**src/rtl/definitions.sv**
```systemverilog
// Shared RV32I decode types: ALU operations, immediate formats, opcodes and the NOP encoding.
package definitions;

  typedef enum logic [3:0] {
    AluAdd   = 4'd0,
    AluSub   = 4'd1,
    AluSll   = 4'd2,
    AluSlt   = 4'd3,
    AluSltu  = 4'd4,
    AluXor   = 4'd5,
    AluSrl   = 4'd6,
    AluSra   = 4'd7,
    AluOr    = 4'd8,
    AluAnd   = 4'd9,
    AluPassB = 4'd10
  } alu_op_t;

  typedef enum logic [2:0] {
    ImmNone,
    ImmI,
    ImmS,
    ImmB,
    ImmU,
    ImmJ
  } imm_type_t;

  localparam logic [6:0] OpcOp     = 7'b0110011;
  localparam logic [6:0] OpcOpImm  = 7'b0010011;
  localparam logic [6:0] OpcLoad   = 7'b0000011;
  localparam logic [6:0] OpcStore  = 7'b0100011;
  localparam logic [6:0] OpcBranch = 7'b1100011;
  localparam logic [6:0] OpcJal    = 7'b1101111;
  localparam logic [6:0] OpcJalr   = 7'b1100111;
  localparam logic [6:0] OpcLui    = 7'b0110111;
  localparam logic [6:0] OpcAuipc  = 7'b0010111;

  localparam logic [31:0] Nop = 32'h00000013;

  function automatic logic [31:0] gen_imm(input imm_type_t t, input logic [31:0] i);
    logic [31:0] imm;
    case (t)
      ImmI:    imm = {{20{i[31]}}, i[31:20]};
      ImmS:    imm = {{20{i[31]}}, i[31:25], i[11:7]};
      ImmB:    imm = {{19{i[31]}}, i[31], i[7], i[30:25], i[11:8], 1'b0};
      ImmU:    imm = {i[31:12], 12'b0};
      ImmJ:    imm = {{11{i[31]}}, i[31], i[19:12], i[20], i[30:21], 1'b0};
      default: imm = '0;
    endcase
    return imm;
  endfunction

  // alt selects SUB/SRA; the caller decides when funct7[5] is meaningful.
  function automatic alu_op_t alu_from_funct(input logic [2:0] f3, input logic alt);
    alu_op_t op;
    case (f3)
      3'b000:  op = alt ? AluSub : AluAdd;
      3'b001:  op = AluSll;
      3'b010:  op = AluSlt;
      3'b011:  op = AluSltu;
      3'b100:  op = AluXor;
      3'b101:  op = alt ? AluSra : AluSrl;
      3'b110:  op = AluOr;
      default: op = AluAnd;
    endcase
    return op;
  endfunction

endpackage

```
**src/rtl/reg_file.sv**
```systemverilog
// 32x32 register file: two async read ports, one sync write port, x0 hardwired to zero.
// Optional same-cycle write-through when REG_BYPASS_EN is defined.
module reg_file
(
  input  logic        clk,
  input  logic        rst_n,
  input  logic        we,
  input  logic [4:0]  waddr,
  input  logic [31:0] wdata,
  input  logic [4:0]  raddr1,
  input  logic [4:0]  raddr2,
  output logic [31:0] rdata1,
  output logic [31:0] rdata2
);

  logic [31:0] regs_q [32];

  always_ff @(posedge clk or negedge rst_n) begin
    if (!rst_n) begin
      for (int i = 0; i < 32; i++) regs_q[i] <= '0;
    end else if (we && (waddr != 5'd0)) begin
      regs_q[waddr] <= wdata;
    end
  end

  always_comb begin
    rdata1 = (raddr1 == 5'd0) ? 32'd0 : regs_q[raddr1];
    rdata2 = (raddr2 == 5'd0) ? 32'd0 : regs_q[raddr2];
`ifdef REG_BYPASS_EN
    if (we && (waddr != 5'd0) && (waddr == raddr1)) rdata1 = wdata;
    if (we && (waddr != 5'd0) && (waddr == raddr2)) rdata2 = wdata;
`endif
  end

endmodule

```
**src/rtl/decode_stage.sv**
```systemverilog
// RV32I decode stage: IF/ID register with stall/flush, register file and control decode.
// Define REG_BYPASS_EN for register-file write-through on same-cycle read/write.
module decode_stage
  import definitions::*;
#(
  parameter logic [31:0] RESET_INSTR = Nop
) (
  input  logic        CLK,
  input  logic        RST,
  input  logic        ID_En,
  input  logic        Flush,
  input  logic [31:0] Instr,
  input  logic [31:0] PC,
  input  logic [31:0] PC_Plus_4,
  input  logic        WB_Reg_Write,
  input  logic [4:0]  WB_RD_Addr,
  input  logic [31:0] WB_Result,
  output logic [31:0] ID_PC,
  output logic [31:0] ID_PC_Plus_4,
  output logic        ID_Valid,
  output logic [4:0]  RS1_Addr,
  output logic [4:0]  RS2_Addr,
  output logic [4:0]  RD_Addr,
  output logic [31:0] RD1,
  output logic [31:0] RD2,
  output logic [31:0] Imm,
  output alu_op_t     ALU_Op,
  output logic        ALU_Src,
  output logic        Reg_Write,
  output logic        Mem_Read,
  output logic        Mem_Write,
  output logic        Branch,
  output logic        Jump,
  output logic        Illegal
);

  logic [31:0] instr_q, pc_q, pc4_q;
  logic        valid_q;

  always_ff @(posedge CLK or negedge RST) begin
    if (!RST) begin
      instr_q <= RESET_INSTR;
      pc_q    <= '0;
      pc4_q   <= '0;
      valid_q <= 1'b0;
    end else if (Flush) begin
      instr_q <= RESET_INSTR;
      pc_q    <= '0;
      pc4_q   <= '0;
      valid_q <= 1'b0;
    end else if (ID_En) begin
      instr_q <= Instr;
      pc_q    <= PC;
      pc4_q   <= PC_Plus_4;
      valid_q <= 1'b1;
    end
  end

  assign ID_PC        = pc_q;
  assign ID_PC_Plus_4 = pc4_q;
  assign ID_Valid     = valid_q;
  assign RS1_Addr     = instr_q[19:15];
  assign RS2_Addr     = instr_q[24:20];
  assign RD_Addr      = instr_q[11:7];

  reg_file u_reg_file (
    .clk    (CLK),
    .rst_n  (RST),
    .we     (WB_Reg_Write),
    .waddr  (WB_RD_Addr),
    .wdata  (WB_Result),
    .raddr1 (instr_q[19:15]),
    .raddr2 (instr_q[24:20]),
    .rdata1 (RD1),
    .rdata2 (RD2)
  );

  logic [6:0] opcode;
  logic [2:0] funct3;
  logic [6:0] funct7;
  imm_type_t  imm_type;

  assign opcode = instr_q[6:0];
  assign funct3 = instr_q[14:12];
  assign funct7 = instr_q[31:25];
  assign Imm    = gen_imm(imm_type, instr_q);

  always_comb begin
    imm_type  = ImmNone;
    ALU_Op    = AluAdd;
    ALU_Src   = 1'b0;
    Reg_Write = 1'b0;
    Mem_Read  = 1'b0;
    Mem_Write = 1'b0;
    Branch    = 1'b0;
    Jump      = 1'b0;
    Illegal   = 1'b0;
    case (opcode)
      OpcOp: begin
        Reg_Write = 1'b1;
        // funct7=0100000 is only defined for SUB and SRA
        if ((funct7 == 7'b0000000) ||
            ((funct7 == 7'b0100000) && ((funct3 == 3'b000) || (funct3 == 3'b101)))) begin
          ALU_Op = alu_from_funct(funct3, funct7[5]);
        end else begin
          Illegal = 1'b1;
        end
      end
      OpcOpImm: begin
        imm_type  = ImmI;
        ALU_Src   = 1'b1;
        Reg_Write = 1'b1;
        ALU_Op    = alu_from_funct(funct3, (funct3 == 3'b101) && funct7[5]);
      end
      OpcLoad: begin
        imm_type  = ImmI;
        ALU_Src   = 1'b1;
        Reg_Write = 1'b1;
        Mem_Read  = 1'b1;
      end
      OpcStore: begin
        imm_type  = ImmS;
        ALU_Src   = 1'b1;
        Mem_Write = 1'b1;
      end
      OpcBranch: begin
        imm_type = ImmB;
        ALU_Op   = AluSub;
        Branch   = 1'b1;
      end
      OpcJal: begin
        imm_type  = ImmJ;
        ALU_Src   = 1'b1;
        Reg_Write = 1'b1;
        Jump      = 1'b1;
      end
      OpcJalr: begin
        imm_type  = ImmI;
        ALU_Src   = 1'b1;
        Reg_Write = 1'b1;
        Jump      = 1'b1;
      end
      OpcLui: begin
        imm_type  = ImmU;
        ALU_Src   = 1'b1;
        Reg_Write = 1'b1;
        ALU_Op    = AluPassB;
      end
      OpcAuipc: begin
        imm_type  = ImmU;
        ALU_Src   = 1'b1;
        Reg_Write = 1'b1;
      end
      default: Illegal = 1'b1;
    endcase

    if (Illegal) begin
      Reg_Write = 1'b0;
      Mem_Read  = 1'b0;
      Mem_Write = 1'b0;
      Branch    = 1'b0;
      Jump      = 1'b0;
    end

    // A bubble must never write, branch or trap.
    if (!valid_q) begin
      ALU_Src   = 1'b0;
      Reg_Write = 1'b0;
      Mem_Read  = 1'b0;
      Mem_Write = 1'b0;
      Branch    = 1'b0;
      Jump      = 1'b0;
      Illegal   = 1'b0;
    end
  end

endmodule

```
**config.mk**
```make
export PLATFORM = sky130hd
export DESIGN_NAME = decode_stage
export DESIGN_NICKNAME = d
export VERILOG_FILES = /design/src/rtl/definitions.sv /design/src/rtl/reg_file.sv /design/src/rtl/decode_stage.sv
export SDC_FILE = /design/constraint.sdc
export NUM_CORES = 2
export LEC_CHECK = 0
export CAP_MARGIN = 15
export CORE_ASPECT_RATIO = 1.2
export CORE_UTILIZATION = 35
export CTS_CLUSTER_DIAMETER = 40
export CTS_CLUSTER_SIZE = 14
export DETAILED_ROUTE_END_ITERATION = 12
export HOLD_SLACK_MARGIN = 0.03
export PLACE_DENSITY = 0.55
export SYNTH_ARGS = -nofsm -noshare
export SYNTH_HDL_FRONTEND = slang
export SYNTH_SLANG_ARGS = --single-unit
```
**constraint.sdc**
```tcl
create_clock -name CLK -period 3 [get_ports CLK]
set_clock_uncertainty 0.1 [all_clocks]
set_input_delay 0.3 -clock CLK [delete_from_list [all_inputs] [get_ports CLK]]
set_output_delay 0.3 -clock CLK [all_outputs]
set_load 0.005 [all_outputs]
```
==> results by group <==
Status
  – Status: finished with violations
  – Failing checks: negative setup slack

Global route
  – Leftover overflow at the end of global routing: 0
  – All-layer global routing usage: 0.272
  – Number of antenna violations at the first check in global routing: 11
  – Maximum number of pins on one net before global-route repair: 118
  – Via count of the first global-routing pass: 44800
  – First-pass GRT wire length: 335000 µm

Setup path
  – Crit path kind: flop to output port
  – Cell with the largest stage delay on the worst path: sky130_fd_sc_hd__dfrtp_4
  – Maximum net fanout on the critical path: 8
  – Cell type group with the largest total delay on the critical path: multiplexers
  – Startpoint type of the worst setup path: flop
  – Number of buffer and inverter stages on the critical path: 4
  – Crit path top cell by count: sky130_fd_sc_hd__buf_12
  – Element type at the critical path end: output port
  – Stage delay of the slowest cell on the critical path: 0.55 ns
  – Required time at the worst-slack endpoint: 2.60 ns
  – Sequence of cells on the critical path: buf_12 -> buf_12 -> buf_12 -> mux4_2 -> mux2_4 -> a221oi_4 -> a211oi_4 -> buf_2
  – Data arrival time of the critical path: 3.18 ns

Floorplanning
  – Area inside the core boundary: 168000 µm²
  – Die Y-Extent: 453 µm
  – Die width: 377 µm
  – Initial Util: 0.352
  – Die Area: 171000 µm²
  – Count of boundary I/O pins: 325
  – Cell row count: 165

Synth
  – Post-synthesis mux area share: 0.404
  – XOR/XNOR share of the synthesized area: 0.000148
  – Count of unique library cells instantiated by Yosys: 62
  – Post-synth EDFFs: 0
  – Gate Count Post-Synth: 4236
  – Synthesized net count: 4374
  – Most common cell in the synthesized netlist: sky130_fd_sc_hd__dfrtp_1
  – Number of warnings reported in the yosys synthesis log: 0
  – Synthesized-area fraction occupied by and/or/nand/nor cells: 0.0311
  – Post-synth top cells: sky130_fd_sc_hd__dfrtp_1, sky130_fd_sc_hd__mux2_2, sky130_fd_sc_hd__mux2i_1
  – Complex-gate fraction of the synthesized area: 0.0519
  – Share of synthesized cell area in full adder, half adder and majority cells: 0
  – Fraction of post-synthesis cell area in the top cell type by area: 0.472
  – Flop and latch count out of synthesis: 1121
  – Share of synthesized registers carrying an async set or reset: 1.00
  – Sequential element share of the synthesized area: 0.474
  – Leading post-synthesis cells by cell area: sky130_fd_sc_hd__dfrtp_1, sky130_fd_sc_hd__mux2_2, sky130_fd_sc_hd__mux4_2, sky130_fd_sc_hd__mux2i_1, sky130_fd_sc_hd__mux2_1
  – Post-synthesis instance area: 59200 µm²
  – Syn_area_per_cell: 14.0 µm²
  – Largest family of logic cells by synthesized area: multiplexers
  – Most used flip-flop cell after synthesis: sky130_fd_sc_hd__dfrtp_1
  – Cell type with the highest aggregate area in the netlist: sky130_fd_sc_hd__dfrtp_1

Pwr
  – Clk pwr share: 0.397
  – Switch share: 0.288
  – Peak ir drop on the vdd network: 0.000685 V
  – P_leak: 34.3 nW
  – Cell Int Power: 0.0365 W
  – Register share of total power: 0.390
  – Power density normalized to cell area: 637 nW/µm²
  – Switching power summed over all nets: 0.0148 W
  – Gate power share: 0.213

Place
  – Port buffer count: 324
  – Estimated wirelength of the detail-placed design: 139000 µm
  – Cell count after placement: 6758
  – Pre-CTS WS: -0.458 ns
  – Routability-driven placement congestion ratio: 0.839

STA
  – Number of max-slew violations in the final report: 0
  – Setup violators final: 68
  – Final worst-path cycle share: 1.19
  – Post-route minimum period: 3.58 ns
  – Final Hold Vio Count: 0
  – Setup slack of the critical path after layout: -0.577 ns
  – Max-Slew Margin vs Limit: 0.291
  – Hold slack: 0.0875 ns
  – Setup repair after global routing missed its margin: true
  – Worst-Margin Slew: 1.06 ns
  – Maximum operating frequency: 280 MHz

Drt
  – Via count: 43500
  – Number of DRC violations after detailed-routing iteration 0: 3735
  – Ratio of routed vias to standard cells: 5.90
  – Total length of routed wires: 235000 µm
  – Detailed-route wire length per cell: 31.8 µm
  – Total iterations of the first detailed-routing run: 5
  – Antenna violation net count after detailed routing: 0
  – DRC violations left: 0

Job
  – Maxcap violations: 0

Layout
  – Proportion of layout cells with a drive suffix above 1: 0.503
  – Area grow syn2layout: 36.0%
  – NumNets Final: 5123
  – Non-Filler Instances: 7377

Clocking
  – H-tree depth: 4
  – Insertion delay to the later sink of the worst-skew pair: 0.82 ns
  – Root cell of the clock tree: sky130_fd_sc_hd__clkbuf_16
  – TritonCTS clock tree: built
  – Clock buffer count from CTS: 161
  – Clk sink count: 1121
  – Clock Tree Buf Depth: 3
  – Clk pin slew, worst setup/hold paths: 0.06 ns

Hold path
  – Worst min-delay path category: input port to flop
[per-layer routing]
layer  routed length [µm]  track usage  vias to the layer above
li1                     -            -                    17700
met5                   55            0                        -
met3                15700       0.0516                      480
met2               113000        0.438                     1773
met4                 9620        0.110                        8
met1                96700        0.361                    23600
[power by group through the flow]
| stage | Clock [W] | Combinational [W] | Sequential, W |
|---|---|---|---|
| after floorplan | 0 | 0.00610 | 0.0193 |
| after global placement | 0 | 0.00912 | 0.0201 |
| after detailed placement | 0 | 0.00926 | 0.0202 |
| after CTS | 0.0206 | 0.0106 | 0.0199 |
| after global routing | 0.0213 | 0.0116 | 0.0203 |
| final | 0.0204 | 0.0109 | 0.0200 |
[worst min-delay path, cell delays in order]
cell and delay [ns]:
sky130_fd_sc_hd__clkdlybuf4s50_1 0.46, sky130_fd_sc_hd__mux2i_1 0.15, sky130_fd_sc_hd__nor2_1 0.05
[cells by family after synthesis]
family                 after synthesis
XOR/XNOR                             1
multiplexers                      1821
AND/OR/NAND/NOR                    388
buffers and inverters              491
flip-flops                        1121
AO/OA/AOI/OAI                      414
[sequential cells by signal, summed over array words and instances (netlist names)]
| name | flops |
|---|---|
| ID_PC | 32 |
| ID_PC_Plus_4 | 32 |
| ID_Valid | 1 |
| instr_q | 32 |
| u_reg_file.regs_q | 1024 |
[per-stage QoR]
stage	setup TNS [ns]	power (W)	cell area, µm²	util
2_1_floorplan	0	0.0254	59200	-
3_3_place_gp	-15.05	0.0292	68400	0.406
3_5_place_dp	-6.28	0.0294	68400	0.406
4_1_cts	-33.44	0.0511	79600	0.473
5_1_grt	-33.22	0.0532	80600	0.479
6_report	-27.51	0.0514	80600	0.479
[timing repair]
action,4_1_cts,5_1_grt
pin swaps,172,130
resized for setup,927,251
setup endpoints to repair,106,104
hold endpoints to repair,921,0
buffers inserted,206,68
hold buffers,83,0
gates cloned,22,5
[cell type report]
class | count | area (µm²)
diodes | 4 | 10.0
multi-input cells | 2625 | 31600
inverters | 3 | 13.8
flip-flops and latches | 1121 | 28100
clock inverters | 101 | 1340
fillers | 14600 | 87700
clock buffers | 196 | 4400
repair buffers | 1073 | 12300
well taps | 2254 | 2820
[worst paths after layout]
check	from	to	slack (ns)	cells after the start
worst max-delay path	instr_q[20]	RD2[0]	-0.58	8
worst min-delay path	PC[23]	ID_PC[23]	0.09	3
worst max register to register	instr_q[23]	instr_q[23]	0.83	3
worst min register to register	u_reg_file.regs_q[1005]	u_reg_file.regs_q[1005]	0.30	0
max in group asynchronous	RST	u_reg_file.regs_q[725]	1.88	3
min in group asynchronous	RST	u_reg_file.regs_q[787]	0.17	3
[cells in the final DEF (no fill, tap or decap), types with 39 or more instances in the layout]
master and count:
sky130_fd_sc_hd__dfrtp_1 1106, sky130_fd_sc_hd__mux2i_1 404, sky130_fd_sc_hd__buf_8 39, sky130_fd_sc_hd__buf_6 130
sky130_fd_sc_hd__dlygate4sd3_1 82, sky130_fd_sc_hd__nand2_1 101, sky130_fd_sc_hd__nor2_1 98, sky130_fd_sc_hd__clkdlybuf4s50_1 215
sky130_fd_sc_hd__buf_2 61, sky130_fd_sc_hd__mux2_4 49, sky130_fd_sc_hd__mux2_2 748, sky130_fd_sc_hd__clkbuf_16 170
sky130_fd_sc_hd__mux4_2 352, sky130_fd_sc_hd__a211oi_2 45, sky130_fd_sc_hd__buf_12 185, sky130_fd_sc_hd__buf_4 312
sky130_fd_sc_hd__mux2_1 259, sky130_fd_sc_hd__o221ai_1 56
Note: power is estimated with default switching activity, not from simulation.
